<file path="config.mk">
export PLATFORM = sky130hd
export DESIGN_NAME = srm_controller
export DESIGN_NICKNAME = d
export VERILOG_FILES = /design/src/rtl/srm_controller.sv
export SDC_FILE = /design/constraint.sdc
export NUM_CORES = 1
export LEC_CHECK = 0
export ABC_AREA = 1
export BUFFER_PORTS_ARGS = -buffer_cell sky130_fd_sc_hd__buf_2
export CAP_MARGIN = 15
export CORE_AREA = 2 2 48 50
export CTS_BUF_LIST = sky130_fd_sc_hd__clkbuf_2 sky130_fd_sc_hd__clkbuf_4 sky130_fd_sc_hd__clkbuf_8
export DETAILED_ROUTE_END_ITERATION = 12
export DIE_AREA = 0 0 50 52
export GPL_ROUTABILITY_DRIVEN = 0
export PLACE_DENSITY = 0.76
export SLEW_MARGIN = 0
export SYNTH_ARGS = -nofsm -noshare
export SYNTH_HDL_FRONTEND = slang
export SYNTH_SLANG_ARGS = --single-unit
</file>
<file path="constraint.sdc">
create_clock -name clk -period 1.4 [get_ports clk]
set_input_delay 0.07 -clock clk [delete_from_list [all_inputs] [get_ports clk]]
set_output_delay 0.07 -clock clk [all_outputs]
set_load 0.01 [all_outputs]
</file>
<file path="src/rtl/srm_controller.sv">
// srm_controller: Moore control FSM for the Simple RISC Machine.
// Sequences fetch (IF1/IF2), PC update, decode and a per-instruction
// execute path. All outputs are a pure function of the state register.
// The instruction class is captured once in DECODE, so later states never
// look at opcode/op again.
module srm_controller (
  input  logic       clk,
  input  logic       reset_n,
  input  logic [2:0] opcode,
  input  logic [1:0] op,
  output logic [2:0] nsel,
  output logic [1:0] vsel,
  output logic       loada,
  output logic       loadb,
  output logic       loadc,
  output logic       loads,
  output logic       asel,
  output logic       bsel,
  output logic       write,
  output logic       load_ir,
  output logic       load_pc,
  output logic       reset_pc,
  output logic       load_addr,
  output logic       addr_sel,
  output logic [1:0] mem_cmd,
  output logic       halted,
  output logic [4:0] state_dbg
);

  typedef enum logic [4:0] {
    S_RST       = 5'd0,
    S_IF1       = 5'd1,
    S_IF2       = 5'd2,
    S_UPDATE_PC = 5'd3,
    S_DECODE    = 5'd4,
    S_WR_IMM    = 5'd5,
    S_GET_A     = 5'd6,
    S_GET_B     = 5'd7,
    S_GET_RD    = 5'd8,
    S_EXEC      = 5'd9,
    S_EXEC_MOV  = 5'd10,
    S_EXEC_CMP  = 5'd11,
    S_PASS_B    = 5'd12,
    S_WR_RD     = 5'd13,
    S_ADDR      = 5'd14,
    S_LD_ADDR   = 5'd15,
    S_MEM_RD    = 5'd16,
    S_WR_MEM    = 5'd17,
    S_MEM_WR    = 5'd18,
    S_HALT      = 5'd19
  } state_t;

  // Instruction class, chosen in DECODE; steers the shared execute states.
  typedef enum logic [2:0] {
    K_MOV  = 3'd0,  // MOV reg and MVN: B only, then writeback
    K_ALU  = 3'd1,  // ADD / AND: A and B, then writeback
    K_CMP  = 3'd2,  // CMP: A and B, status only
    K_LDR  = 3'd3,
    K_STR  = 3'd4,
    K_IMM  = 3'd5,  // MOV immediate
    K_HALT = 3'd6   // HALT and every undefined encoding
  } kind_t;

  localparam logic [2:0] NSEL_RM  = 3'b001;
  localparam logic [2:0] NSEL_RD  = 3'b010;
  localparam logic [2:0] NSEL_RN  = 3'b100;
  localparam logic [1:0] VSEL_C   = 2'b00;
  localparam logic [1:0] VSEL_IMM = 2'b10;
  localparam logic [1:0] VSEL_MEM = 2'b11;
  localparam logic [1:0] MEM_NONE = 2'b00;
  localparam logic [1:0] MEM_RD   = 2'b01;
  localparam logic [1:0] MEM_WR   = 2'b10;

  state_t state, state_next;
  kind_t  kind_q, kind_dec;

  assign state_dbg = state;

  // Classify the decoder fields; only meaningful while in DECODE.
  always_comb begin
    kind_dec = K_HALT;
    case ({opcode, op})
      5'b110_10: kind_dec = K_IMM;
      5'b110_00: kind_dec = K_MOV;
      5'b101_11: kind_dec = K_MOV;
      5'b101_00: kind_dec = K_ALU;
      5'b101_10: kind_dec = K_ALU;
      5'b101_01: kind_dec = K_CMP;
      5'b011_00: kind_dec = K_LDR;
      5'b100_00: kind_dec = K_STR;
      default:   kind_dec = K_HALT;
    endcase
  end

  // State register; reset lands in RST without waiting for a clock.
  always_ff @(posedge clk or negedge reset_n) begin
    if (!reset_n) state <= S_RST;
    else          state <= state_next;
  end

  // Instruction class register, loaded only on the DECODE edge.
  always_ff @(posedge clk or negedge reset_n) begin
    if (!reset_n)               kind_q <= K_HALT;
    else if (state == S_DECODE) kind_q <= kind_dec;
  end

  // Next-state logic: one cycle per state, no stalls.
  always_comb begin
    state_next = state;
    case (state)
      S_RST:       state_next = S_IF1;
      S_IF1:       state_next = S_IF2;
      S_IF2:       state_next = S_UPDATE_PC;
      S_UPDATE_PC: state_next = S_DECODE;
      S_DECODE: begin
        case (kind_dec)
          K_IMM:                  state_next = S_WR_IMM;
          K_MOV:                  state_next = S_GET_B;
          K_ALU, K_CMP:           state_next = S_GET_A;
          K_LDR, K_STR:           state_next = S_GET_A;
          default:                state_next = S_HALT;
        endcase
      end
      S_WR_IMM:    state_next = S_IF1;
      S_GET_A: begin
        if (kind_q == K_LDR || kind_q == K_STR) state_next = S_ADDR;
        else                                    state_next = S_GET_B;
      end
      S_GET_B: begin
        case (kind_q)
          K_MOV:   state_next = S_EXEC_MOV;
          K_CMP:   state_next = S_EXEC_CMP;
          default: state_next = S_EXEC;
        endcase
      end
      S_EXEC:      state_next = S_WR_RD;
      S_EXEC_MOV:  state_next = S_WR_RD;
      S_EXEC_CMP:  state_next = S_IF1;
      S_WR_RD:     state_next = S_IF1;
      S_ADDR:      state_next = S_LD_ADDR;
      S_LD_ADDR: begin
        if (kind_q == K_STR) state_next = S_GET_RD;
        else                 state_next = S_MEM_RD;
      end
      S_MEM_RD:    state_next = S_WR_MEM;
      S_WR_MEM:    state_next = S_IF1;
      S_GET_RD:    state_next = S_PASS_B;
      S_PASS_B:    state_next = S_MEM_WR;
      S_MEM_WR:    state_next = S_IF1;
      S_HALT:      state_next = S_HALT;
      default:     state_next = S_RST;
    endcase
  end

  // Moore output decode: everything defaults to 0, each state raises its own.
  always_comb begin
    nsel      = 3'b000;
    vsel      = VSEL_C;
    loada     = 1'b0;
    loadb     = 1'b0;
    loadc     = 1'b0;
    loads     = 1'b0;
    asel      = 1'b0;
    bsel      = 1'b0;
    write     = 1'b0;
    load_ir   = 1'b0;
    load_pc   = 1'b0;
    reset_pc  = 1'b0;
    load_addr = 1'b0;
    addr_sel  = 1'b0;
    mem_cmd   = MEM_NONE;
    halted    = 1'b0;
    case (state)
      S_RST: begin
        reset_pc = 1'b1;
        load_pc  = 1'b1;
      end
      S_IF1: begin
        addr_sel = 1'b1;
        mem_cmd  = MEM_RD;
      end
      S_IF2: begin
        addr_sel = 1'b1;
        mem_cmd  = MEM_RD;
        load_ir  = 1'b1;
      end
      S_UPDATE_PC: load_pc = 1'b1;
      S_WR_IMM: begin
        nsel  = NSEL_RN;
        vsel  = VSEL_IMM;
        write = 1'b1;
      end
      S_GET_A: begin
        nsel  = NSEL_RN;
        loada = 1'b1;
      end
      S_GET_B: begin
        nsel  = NSEL_RM;
        loadb = 1'b1;
      end
      S_GET_RD: begin
        nsel  = NSEL_RD;
        loadb = 1'b1;
      end
      S_EXEC:     loadc = 1'b1;
      S_EXEC_MOV: begin
        asel  = 1'b1;
        loadc = 1'b1;
      end
      S_EXEC_CMP: loads = 1'b1;
      S_PASS_B: begin
        asel  = 1'b1;
        loadc = 1'b1;
      end
      S_WR_RD: begin
        nsel  = NSEL_RD;
        vsel  = VSEL_C;
        write = 1'b1;
      end
      S_ADDR: begin
        bsel  = 1'b1;
        loadc = 1'b1;
      end
      S_LD_ADDR: load_addr = 1'b1;
      S_MEM_RD:  mem_cmd = MEM_RD;
      S_WR_MEM: begin
        mem_cmd = MEM_RD;
        nsel    = NSEL_RD;
        vsel    = VSEL_MEM;
        write   = 1'b1;
      end
      S_MEM_WR: mem_cmd = MEM_WR;
      S_HALT:   halted = 1'b1;
      default: ;
    endcase
  end

endmodule
</file>
## Word-level counts from Yosys, hierarchy flattened

Memories as Yosys holds them, arrays and structs flattened.
Index checks and enable logic that the tools add are counted.

- Memories kept: 1
- Flip-flop bits (word level): 8
- Bits of input ports: 7
- Output and inout bits: 25
- ROM bits: 96

- Equality and inequality tests: 27
- Reductions and logical operators: 16
- Mux-type cells: 21

Memory list:

| name | depth | width | read ports | clocked after memory_dff | write ports | RTL line | text |
|---|---|---|---|---|---|---|---|
| (name not given) | 32 | 3 | 1 | 0 | 0 | 82 | `case ({opcode, op})` |

Operator list:

| operator | number |
|---|---|
| case mux 5 bit (14 select lines) | 1 |
| equality test 5 x 4 -> 1 bit (second input constant) | 8 |
| equality test 5 x 3 -> 1 bit (second input constant) | 4 |
| equality test 5 bit (second input constant) | 4 |
| case mux 5 bit (3 select lines) | 1 |
| 2-to-1 mux 1 bit | 13 |
| equality test 3 x 2 -> 1 bit (second input constant) | 4 |
| case mux 2 bit (2 select lines) | 3 |
| OR reduction 2 bit | 6 |
| OR reduction 4 bit | 3 |
| equality test 5 x 2 -> 1 bit (second input constant) | 2 |
| equality test 3 bit (second input constant) | 3 |
| case mux 3 bit (3 select lines) | 1 |
| zero test 3 bit | 2 |
| OR reduction 3 bit | 2 |
| OR reduction 6 bit | 1 |
| equality test 5 x 1 -> 1 bit (second input constant) | 1 |
| zero test 5 bit | 1 |
| 2-to-1 mux 5 bit | 1 |
| 2-to-1 mux 4 bit | 1 |
| equality test 3 x 1 -> 1 bit (second input constant) | 1 |
| logical OR 1 bit | 1 |

## Logic depth before layout (Yosys ltp)

An unclocked memory read counts as a cell.

- Depth after elaboration: 5
- Gate-level depth with buffers: 10
- Gate-level depth less buffers: 10

## Least setup slack after synthesis

OpenSTA, ideal clock, no wires.

- Kind: reg-to-reg
- From: register state[0] (netlist: state_dbg[0])
- To: register state[1] (netlist: state_dbg[1])
- Path slack: 140 ps
- Arrival: 1136 ps
- Data required time: 1276 ps
- Period minus slack after synthesis: 1260 ps
- Library setup time: 124 ps
- Cell stages (with the launch flop): 9
- Path through: dfrtp_1 > inv_1 > nor2_1 > nand2_2 > nand2_2 > nand2_2 > o21ai_0 > nor3_1 > nand2_1

- Longest elaborated chain between the ends: 3
- Elaborated cells on any way between the ends: 23

Ends and longest elaborated chain:

| item | RTL line | text |
|---|---|---|
| start, declared | 74 | `state_t state, state_next;` |
| start signal, assigned | 98 | `else state <= state_next;` |
| equality test 5 bit, or another cell as far along | 110 | `case (state)` |
| OR reduction 6 bit (no source line) or OR reduction 2 bit (tied branches) | -- |  |
| case mux 5 bit (14 select lines) * | 110 |  |
| net state_next[1] | 74 |  |

The timed path passes the listed nets; every way through them passes the cells marked *.
A chain may end at the register's enable or synchronous reset.

## Final worst setup path

- From: register state[0] (netlist: state_dbg[0])
- To: output mem_cmd[0]

- Longest elaborated chain between the ends: 3
- Elaborated cells on any way between the ends: 7

Ends and longest elaborated chain:

| item | RTL line | text |
|---|---|---|
| equality test 5 bit, or another cell as far along | 173 | `case (state)` |
| OR reduction 4 bit (no source line) | -- |  |
| case mux 2 bit (2 select lines) * | 173 |  |
| end, declared | 25 | `output logic [1:0] mem_cmd,` |

Mark *: on every way between the ends. The rest lies on a longest branch, timed or not.

==> results.sh <==
export IMPL_status="complete, but fails checks"
export IMPL_violations="negative setup slack"
export IMPL_area_growth_pct=65.2
export IMPL_grt_pass1_vias=1033
export IMPL_drt_iter0_drc=33
export IMPL_worstPathArrival_ns=1.46
export IMPL_syn_inst=140
export IMPL_nFillCells=187
export IMPL_layout_nets=202
export IMPL_core_um2=2110
export IMPL_crit_type="reg -> out"
export IMPL_dr_wl_met2_um=1530
export IMPL_grt_first_pass_wirelength_um=4150
export IMPL_root_buffer="clkbuf_4"
export IMPL_die_h_um=52
export IMPL_multiInputGateArea_um2=617
export IMPL_cp_max_fo=5
export IMPL_stdcell_count=222
export IMPL_drv_cap=0
export IMPL_drc_errors=0
export IMPL_layout_min_cycle_time_ns=1.53
export IMPL_route_met3_wl_um=217
export IMPL_setup_viol=17
export IMPL_synth_avg_cell_area_um2=5.76
export IMPL_required_ns=1.33
export IMPL_post_route_util=0.632
export IMPL_drive_gt1_frac=0.567
export IMPL_synth_fp_nets=147
export IMPL_start_util=0.383
export IMPL_register_area_um2=206
export IMPL_grtUsageTotal=0.209
export IMPL_clock_sinks=8
export IMPL_cpMaxStageDelayCell="dfrtp_1"
export IMPL_antenna_found_initial=0
export IMPL_post_place_cells=199
export IMPL_fin_area_um2=1330
export IMPL_p_leak_nw=0.813
export IMPL_slowest_delay_ns=0.42
export IMPL_drt_pass1_iterations=4
export IMPL_ys_ff_latch=8
export IMPL_clk_latency_ns=0.27
export IMPL_final_cell_mix="nand2_1, buf_2, nand2_2, buf_4"
export IMPL_grt_overflow_total=0
export IMPL_vias_per_cell=5.10
export IMPL_htreeDepth=1
export IMPL_synth_cell_type_count=19
export IMPL_startpoint_type="register"
export IMPL_antenna_cells=0
export IMPL_min_path_type="in -> async"
export IMPL_synth_warning_count=0
export IMPL_slew_headroom=0.831
export IMPL_placed_cell_area_um2=996
export IMPL_cp_end_kind="output port"
export IMPL_hold_viol=0
export IMPL_drt_met1_wl_um=1080
export IMPL_io_buffers=31
export IMPL_power_density_nw_per_um2=2280
export IMPL_finClkSkew_ns=0.0125
export IMPL_die_area_um2=2600
export IMPL_tightestPinTransition_ns=0.254
export IMPL_fmax_mhz=653
export IMPL_clk_pin_slew_ns=0.06
export IMPL_final_max_slew_viol_count=0
export IMPL_grt_max_degree=9
export IMPL_post_route_period_util=1.09
export IMPL_route_antenna_remaining_nets=0
export IMPL_vias=1133
export IMPL_numCtsBuffers=3
export IMPL_top_layer_used="met4"
export IMPL_post_drt_wl_per_cell_um=13.3
export IMPL_rows=17
export IMPL_clk_path_buf_depth=2
export IMPL_setup_slack_ns=-0.130
export IMPL_peakVddDrop_uv=1050
export IMPL_num_io_pins=32
export IMPL_rsz0062_at_grt="yes"
export IMPL_cts_tree="done"
export IMPL_die_w_um=50
export IMPL_dp_hpwl_um=1770
export IMPL_worstPathCellList="inv_4, buf_4, nand3_2, nor2_2, nand3b_1, buf_2"
export IMPL_ys_seq_area_frac=0.252
export IMPL_syn_area_um2=806
export IMPL_routed_wirelength_um=2950
## worst max-delay path, delay by kind of cell (launching register included)
kind	cells	cell delay, ns
flip-flops	1	0.42
buffers and inverters	3	0.40
AND/OR/NAND/NOR	3	0.37
## through the flow
step	setup slack, ns	hold slack, ns	power (W)	setup TNS [ns]
2_1_floorplan	0.140	-0.226	0.00150	0
3_3_place_gp	0.0474	-0.0797	0.00194	0
3_5_place_dp	0.0120	-0.0806	0.00197	0
4_1_cts	-0.0407	0.161	0.00246	-0.166
5_1_grt	-0.187	0.168	0.00325	-2.67
6_report	-0.130	0.177	0.00304	-1.05
## per-layer routing
layer | track usage | vias up
li1 | - | 550
met1 | 0.217 | 499
met2 | 0.384 | 65
met3 | 0.0402 | 19
met4 | 0.134 | 0
met5 | 0 | -
## power breakdown
part | switching, W | internal [W]
Combinational | 0.00133 | 0.000921
Clock | 0.0000852 | 0.000129
Sequential | 0.000195 | 0.000374
## final timing paths
check / start / end / slack (ns) / depth (start not counted)
max reg2reg: state_dbg[0]$_DFF_PN0_ / state_dbg[1]$_DFF_PN0_ / -0.06 / 10
min in group clk: opcode[2] / state_dbg[4]$_DFF_PN0_ / 0.21 / 4
min: reset_n / state_dbg[2]$_DFF_PN0_ / 0.18 / 2
max: state_dbg[0]$_DFF_PN0_ / mem_cmd[0] / -0.13 / 6
min reg2reg: kind_q[2]$_DFFE_PN1N_ / kind_q[2]$_DFFE_PN1N_ / 0.52 / 2
max in group asynchronous: reset_n / kind_q[2]$_DFFE_PN1N_ / 0.97 / 2
## registers in the layout, indices dropped and copies added (netlist names)
register	flops
state_dbg	5
kind_q	3
## cell families (layout without fill, tap and decap cells)
family	count (synthesis)	after routing	share of synthesized area
AND/OR/NAND/NOR	90	90	0.525
AO/OA/AOI/OAI	14	14	0.0932
buffers and inverters	28	82	0.130
flip-flops	8	8	0.252
## cell type report
type                            instances  area share
Clock buffer                            4      0.0226
Multi-Input combinational cell        104       0.463
Sequential cell                         8       0.155
Tap cell                               28      0.0263
Inverter                               28      0.0846
Timing Repair Buffer                   50       0.248
## Yosys cell counts (all sizes together)
library cell / number / area [um^2]
a211oi: 1 / 7.51
a21oi: 4 / 20.0
dfrtp: 6 / 150
dfstp: 2 / 52.6
inv: 28 / 105
nand2: 47 / 186
nand3: 17 / 95.1
nand3b: 1 / 7.51
nand4: 2 / 12.5
nor2: 20 / 105
nor3: 2 / 10.0
o211ai: 1 / 7.51
o21ai: 8 / 40.0
or2: 1 / 6.26
## what timing repair did
| action | in CTS | in global routing |
|---|---|---|
| buffers inserted | 10 | 8 |
| pin swaps | 7 | 17 |
| cloned | 0 | 0 |
| hold endpoints to repair | 8 | 0 |
| hold buffers | 1 | 0 |
| resized for setup | 18 | 42 |
| endpoints found under the setup margin | 17 | 23 |
Power figures use the tool's default switching activity.
